File: src/rtl/fetch_pkg.sv
// Shared definitions for the instruction-fetch stage: FSM encoding, reset PC,
// NOP word, AdEL exception code and the legal instruction-memory window.
package fetch_pkg;

    typedef enum logic [1:0] {
        IDLE = 2'd0,
        WAIT = 2'd1,
        HOLD = 2'd2
    } fetch_state_t;

    localparam logic [31:0] FETCH_RESET_PC = 32'h0000_3000;
    localparam logic [31:0] FETCH_NOP_INS  = 32'h0000_0000;
    localparam logic [4:0]  EXC_ADEL       = 5'd4;
    localparam logic [31:0] IMEM_LO        = 32'h0000_3000;
    localparam logic [31:0] IMEM_HI        = 32'h0000_6FFF;

    // A fetch address is unusable if it is not word aligned or falls
    // outside the instruction-memory window.
    function automatic logic fetch_addr_bad(input logic [31:0] addr);
        return (addr[1:0] != 2'b00) || (addr < IMEM_LO) || (addr > IMEM_HI);
    endfunction

endpackage

File: src/rtl/fetch_addr_chk.sv
// Combinational alignment and range check applied to every fetch address
// before it is allowed onto the instruction-memory request port.
module fetch_addr_chk
    import fetch_pkg::*;
(
    input  logic [31:0] addr,
    output logic        bad
);

    assign bad = fetch_addr_bad(addr);

endmodule

File: src/rtl/fetch_stage.sv
// Instruction-fetch stage plus F/D pipeline register of the five-stage MIPS
// pipeline. Keeps the fetch PC, runs a single-outstanding request/valid
// handshake to instruction memory, absorbs a response that arrives during a
// D stall in a one-entry hold buffer, and raises F_wait while no instruction
// is ready.
// Optional feature: define FETCH_EXC_EN to check every fetch address and turn
// bad addresses into an AdEL-tagged NOP (adds D_ExcValid / D_ExcCode ports).
module fetch_stage
    import fetch_pkg::*;
#(
    parameter logic [31:0] RESET_PC = FETCH_RESET_PC,
    parameter logic [31:0] NOP_INS  = FETCH_NOP_INS
) (
    input  logic        clk,
    input  logic        reset,
    input  logic        stall,
    input  logic        D_Flush,
    input  logic [31:0] NPC,
    output logic [31:0] F_PC,
    output logic [31:0] D_PC,
    output logic [31:0] D_Ins,
    output logic        F_wait,
    output logic        imem_req,
    output logic [31:0] imem_addr,
    input  logic        imem_rvalid,
    input  logic [31:0] imem_rdata
`ifdef FETCH_EXC_EN
    ,
    output logic        D_ExcValid,
    output logic [4:0]  D_ExcCode
`endif
);

    fetch_state_t state_q;
    fetch_state_t state_d;

    logic [31:0] f_pc_p0;
    logic [31:0] d_pc_p1;
    logic [31:0] d_ins_p1;
    logic [31:0] hold_buf;

    logic        req_want;
    logic [31:0] req_addr;
    logic        xfer;
    logic        capture;
    logic [31:0] xfer_word;
    logic        rsp_vld;
    logic [31:0] rsp_word;
    logic        f_wait;

`ifdef FETCH_EXC_EN
    logic        addr_bad;
    logic        fault_p0;
    logic        hold_exc_p1;
    logic        d_exc_vld_p1;
    logic        xfer_exc;

    fetch_addr_chk u_addr_chk (
        .addr (req_addr),
        .bad  (addr_bad)
    );

    // A faulting fetch is never sent to memory; the WAIT state completes it
    // on its own with a NOP word instead.
    assign rsp_vld  = imem_rvalid | fault_p0;
    assign rsp_word = fault_p0 ? NOP_INS : imem_rdata;
    assign imem_req = req_want & ~addr_bad;
`else
    assign rsp_vld  = imem_rvalid;
    assign rsp_word = imem_rdata;
    assign imem_req = req_want;
`endif

    assign imem_addr = req_addr;
    assign F_PC      = f_pc_p0;
    assign D_PC      = d_pc_p1;
    assign D_Ins     = d_ins_p1;
    assign F_wait    = f_wait;

    // FSM state register; reset returns to IDLE so the first request goes
    // out in the first cycle after reset is released.
    always_ff @(posedge clk or posedge reset) begin
        if (reset) begin
            state_q <= IDLE;
        end else begin
            state_q <= state_d;
        end
    end

    // Next state, transfer/capture decisions and request generation.
    always_comb begin
        state_d   = state_q;
        req_want  = 1'b0;
        req_addr  = f_pc_p0;
        xfer      = 1'b0;
        capture   = 1'b0;
        xfer_word = hold_buf;
        f_wait    = 1'b0;
        case (state_q)
            IDLE: begin
                if (!reset) begin
                    req_want = 1'b1;
                    state_d  = WAIT;
                end
            end
            WAIT: begin
                if (rsp_vld) begin
                    if (stall) begin
                        capture = 1'b1;
                        state_d = HOLD;
                    end else begin
                        xfer      = 1'b1;
                        xfer_word = rsp_word;
                    end
                end else begin
                    f_wait = 1'b1;
                end
            end
            HOLD: begin
                if (!stall) begin
                    xfer    = 1'b1;
                    state_d = WAIT;
                end
            end
            default: begin
                state_d = IDLE;
            end
        endcase
        // Every transfer immediately requests the next PC from decode so a
        // one-cycle memory sustains one instruction per cycle.
        if (xfer) begin
            req_want = 1'b1;
            req_addr = NPC;
        end
    end

    // Fetch PC and F/D register advance together on a transfer; a flush
    // annuls only the instruction word, the slot keeps its own PC.
    always_ff @(posedge clk or posedge reset) begin
        if (reset) begin
            f_pc_p0  <= RESET_PC;
            d_pc_p1  <= 32'h0;
            d_ins_p1 <= 32'h0;
        end else if (xfer) begin
            f_pc_p0  <= NPC;
            d_pc_p1  <= f_pc_p0;
            d_ins_p1 <= D_Flush ? NOP_INS : xfer_word;
        end
    end

    // Hold buffer parks a response that arrived while D was stalled.
    always_ff @(posedge clk or posedge reset) begin
        if (reset) begin
            hold_buf <= 32'h0;
        end else if (capture) begin
            hold_buf <= rsp_word;
        end
    end

`ifdef FETCH_EXC_EN
    // Exception tag of whichever word is being transferred.
    always_comb begin
        xfer_exc = (state_q == HOLD) ? hold_exc_p1 : fault_p0;
    end

    // Fault tracking for the outstanding fetch, its held copy and the F/D tag.
    always_ff @(posedge clk or posedge reset) begin
        if (reset) begin
            fault_p0     <= 1'b0;
            hold_exc_p1  <= 1'b0;
            d_exc_vld_p1 <= 1'b0;
        end else begin
            if (req_want) begin
                fault_p0 <= addr_bad;
            end
            if (capture) begin
                hold_exc_p1 <= fault_p0;
            end
            if (xfer) begin
                d_exc_vld_p1 <= xfer_exc & ~D_Flush;
            end
        end
    end

    assign D_ExcValid = d_exc_vld_p1;
    assign D_ExcCode  = d_exc_vld_p1 ? EXC_ADEL : 5'd0;
`endif

endmodule

File: config.mk
export PLATFORM = sky130hd
export DESIGN_NAME = fetch_stage
export DESIGN_NICKNAME = d
export VERILOG_FILES = /design/src/rtl/fetch_pkg.sv /design/src/rtl/fetch_addr_chk.sv /design/src/rtl/fetch_stage.sv
export SDC_FILE = /design/constraint.sdc
export NUM_CORES = 1
export LEC_CHECK = 0
export ABC_AREA = 0
export BUFFER_PORTS_ARGS = -buffer_cell sky130_fd_sc_hd__buf_2
export CORE_MARGIN = 2
export CORE_UTILIZATION = 45
export DETAILED_ROUTE_END_ITERATION = 6
export PLACE_DENSITY = 0.76
export SYNTH_ARGS = -nofsm -noshare
export SYNTH_HDL_FRONTEND = slang
export SYNTH_HIERARCHICAL = 1
export SYNTH_SLANG_ARGS = --single-unit
File: constraint.sdc
create_clock -name clk -period 4.6 [get_ports clk]
set_clock_uncertainty 0.05 [all_clocks]
set_input_delay 0.92 -clock clk [delete_from_list [all_inputs] [get_ports clk]]
set_output_delay 0.92 -clock clk [all_outputs]
set_load 0.02 [all_outputs]
==> reports/summary.txt <==
Share of layout cells above drive strength 1 - 61.4%
Fin. max-slew vios - 0
CP max-delay cell - buf_4
Actual slew at the worst max-slew pin - 1.21 ns
Post-synth cell types - 23
Levels on crit path - 6
Worst path max stage delay - 0.77 ns
CP Buf/Inv Count - 3
Crit path max fanout - 58
Yosys reg bits - 130
Pre-Repair DR Iteration Count - 6
Worst path required time - 3.63 ns
Largest net degree at the start of global routing - 86
Crit path DAT - 2.82 ns
P_sw - 0.00221 W
DRT Wirelength - 12.0 mm
Fillcell total - 904
FFs w/ async S/R, synth - 100%
Endpoint type of the worst setup path - primary output
Power share of the sequential group - 34.3%
Final net count - 607
# Post-CTS Setup Buffers - 0
Vias in the first global route - 3728
Initial core utilization - 46.4%
Clk slew on worst S/H paths - 0.06 ns
Area leader, netlist - dfrtp_1
Number of synthesized flops with an enable pin - 0
Syn nets - 407
Kind of cell adding the most delay to the critical path - buffers and inverters
Ant. Diodes - 0
Fmax - 264 MHz
Avg Cell Area, Syn - 16.8 sq um
Max VDD drop - 0.528 mV
Unrepaired setup endpoints after global routing - false
PortBufs - 198
H-tree levels - 4
Cell depth of the worst flop-to-flop path - 5
CP Cell Sequence - inv_1 > ha_1 > or3b_4 > buf_4 > mux2_4 > buf_2
Die ar. - 0.0133 sq mm
Predominant post-synthesis flop cell - dfrtp_1
Max cap viols - 0
CTS root buf - clkbuf_16
Final antenna-violating net count - 0
Power per standard cell area - 819 mW/mm^2
Leak - 3.94 nW
Routed len/inst - 16.8 um
DRT iter0 DRCs - 217
Setup ws final - 0.812 ns
Share of the synthesized area in the top cell type - 57.3%
Register area share after synthesis - 58.2%
Slew Limit Headroom - 19.0%
Critical Path Sink - imem_addr[3]
Status - completed
Gr usage total - 18.7%
Top-count cell post-synth - dfrtp_1
Hold WC Path Type - register to register
CP startpoint kind - register
Synth top area cells - dfrtp_1, mux2_4, mux2_2
Cell Area, Synth - 0.00559 sq mm
Endpoints failing setup - 0
Die extent in y - 115 um
CP startpoint - state_q[0]$_DFFE_PP0P_
Yosys warns - 6
Max Buffers Root-to-Sink - 2
Cell-internal power - 0.00366 W
Placer Congestion - 0.732
Synth cell count leaders - dfrtp_1, mux2_4, mux2_2, mux2i_1, o2bb2ai_1
Crit Path Class - register to primary output
Fin crit period - 3.79 ns
Reg2reg start - state_q[0]$_DFFE_PP0P_
Area growth from synthesis to layout - 28.1%
Cells after Synth - 333
Worst reg-to-reg setup slack - 2.19 ns
Num ports - 199
GR Overflow Total - 0
Combinational power share - 44.3%
Final hold violations - 0
Site Rows - 40
Pre-CTS setup slack - 0.957 ns
Die Wd - 115 um
Routed vias - 3498
PostCTS Resize Cnt - 0
DRC - 0
CTS buffer count - 17
TritonCTS clock tree - built
Period utilization - 82.3%
Setup TNS Final - 0 ns
RR Endpoint - F_PC[7]$_DFF_PP0_
Clock power frac - 21.4%
Core area - 0.0121 sq mm
Hold buffer count at CTS - 0
First-pass GRT wire length - 18.9 mm
Clock Latency Late Sink - 0.42 ns
CTS sink count - 130
Initial antenna violation count - 0
HP Start - D_Ins[20]$_DFFE_PP0P_
Vias per cell - 4.90
Sw frac - 37.6%
Detail Placement HPWL - 8.07 mm
[through the flow]
step	util (%)	hold slack, ns	instance area, sq um	instances	power, W
6_report	59.4	0.435	7160	714	0.00587
5_1_grt	59.4	0.441	7160	714	0.00619
4_1_cts	59.4	0.434	7160	714	0.00594
3_5_place_dp	54.8	0.419	6610	682	0.00464
3_3_place_gp	54.8	0.416	6610	682	0.00455
2_1_floorplan	-	0.429	5590	333	0.00390
[cells by family (layout without fill, tap and decap cells)]
family	after synthesis	count (layout)	share of synthesized area, %
fa+ha+maj	5	5	1.12
compound gates	36	36	5.57
mux	130	130	29.7
flops	130	130	58.2
simple gates	6	6	0.760
buf+inv	26	239	4.63
[sequential cells by signal, summed over array words and instances (netlist names)]
name,flops
D_Ins,32
D_PC,32
F_PC,32
hold_buf,32
state_q,2
[worst min-delay path by stage]
| stage | to | slack [ns] | depth (start not counted) |
|---|---|---|---|
| floorplan | hold_buf[29]$_DFFE_PP0P_ | 0.43 | 1 |
| global placement | D_Ins[3]$_DFFE_PP0P_ | 0.42 | 1 |
| detailed placement | D_Ins[18]$_DFFE_PP0P_ | 0.42 | 1 |
| CTS | D_Ins[21]$_DFFE_PP0P_ | 0.43 | 1 |
| global route | D_Ins[21]$_DFFE_PP0P_ | 0.44 | 1 |
| finish | D_Ins[20]$_DFFE_PP0P_ | 0.44 | 1 |
[power by group through the flow]
stage          Combinational [W]  Clock [W]  Sequential [W]
3_5_place_dp             0.00263          0         0.00202
4_1_cts                  0.00263    0.00129         0.00202
5_1_grt                  0.00277    0.00134         0.00208
3_3_place_gp             0.00256          0         0.00199
6_report                 0.00260    0.00126         0.00201
2_1_floorplan            0.00149          0         0.00241
[cell type report]
type	instances	area, sq um	area share (%)
repair buffers	203	1040	14.5
clock buffers	22	474	6.62
clock inverters	10	83.8	1.17
multi-input cells	177	2080	29.1
inverters	4	17.5	0.244
well taps	168	210	2.93
flip-flops and latches	130	3260	45.4
[cells in the final DEF (no fill, tap or decap), drive strengths merged]
| cell type | n |
|---|---|
| buf | 203 |
| dfrtp | 128 |
| mux2 | 97 |
| mux2i | 33 |
| o2bb2ai | 32 |
| clkbuf | 22 |
| clkinv | 7 |
| ha | 5 |
| inv | 4 |
| dfstp | 2 |
| clkinvlp | 2 |
| a21oi | 1 |
| or3b | 1 |
| or4b | 1 |
| nand3b | 1 |
| and2b | 1 |
| o21ai | 1 |
| o21bai | 1 |
| nand2 | 1 |
| a222oi | 1 |
| nand3 | 1 |
| bufinv | 1 |
[metal layers]
metal | up-vias | share of wire [%] | global-route usage (%)
li1 | 1616 | - | -
met1 | 1727 | 42 | 22.5
met2 | 140 | 49 | 30.8
met3 | 15 | 7.2 | 6.49
met4 | 0 | 1.7 | 7.71
met5 | - | 0 | 0
(Power assumes the default switching activity.)
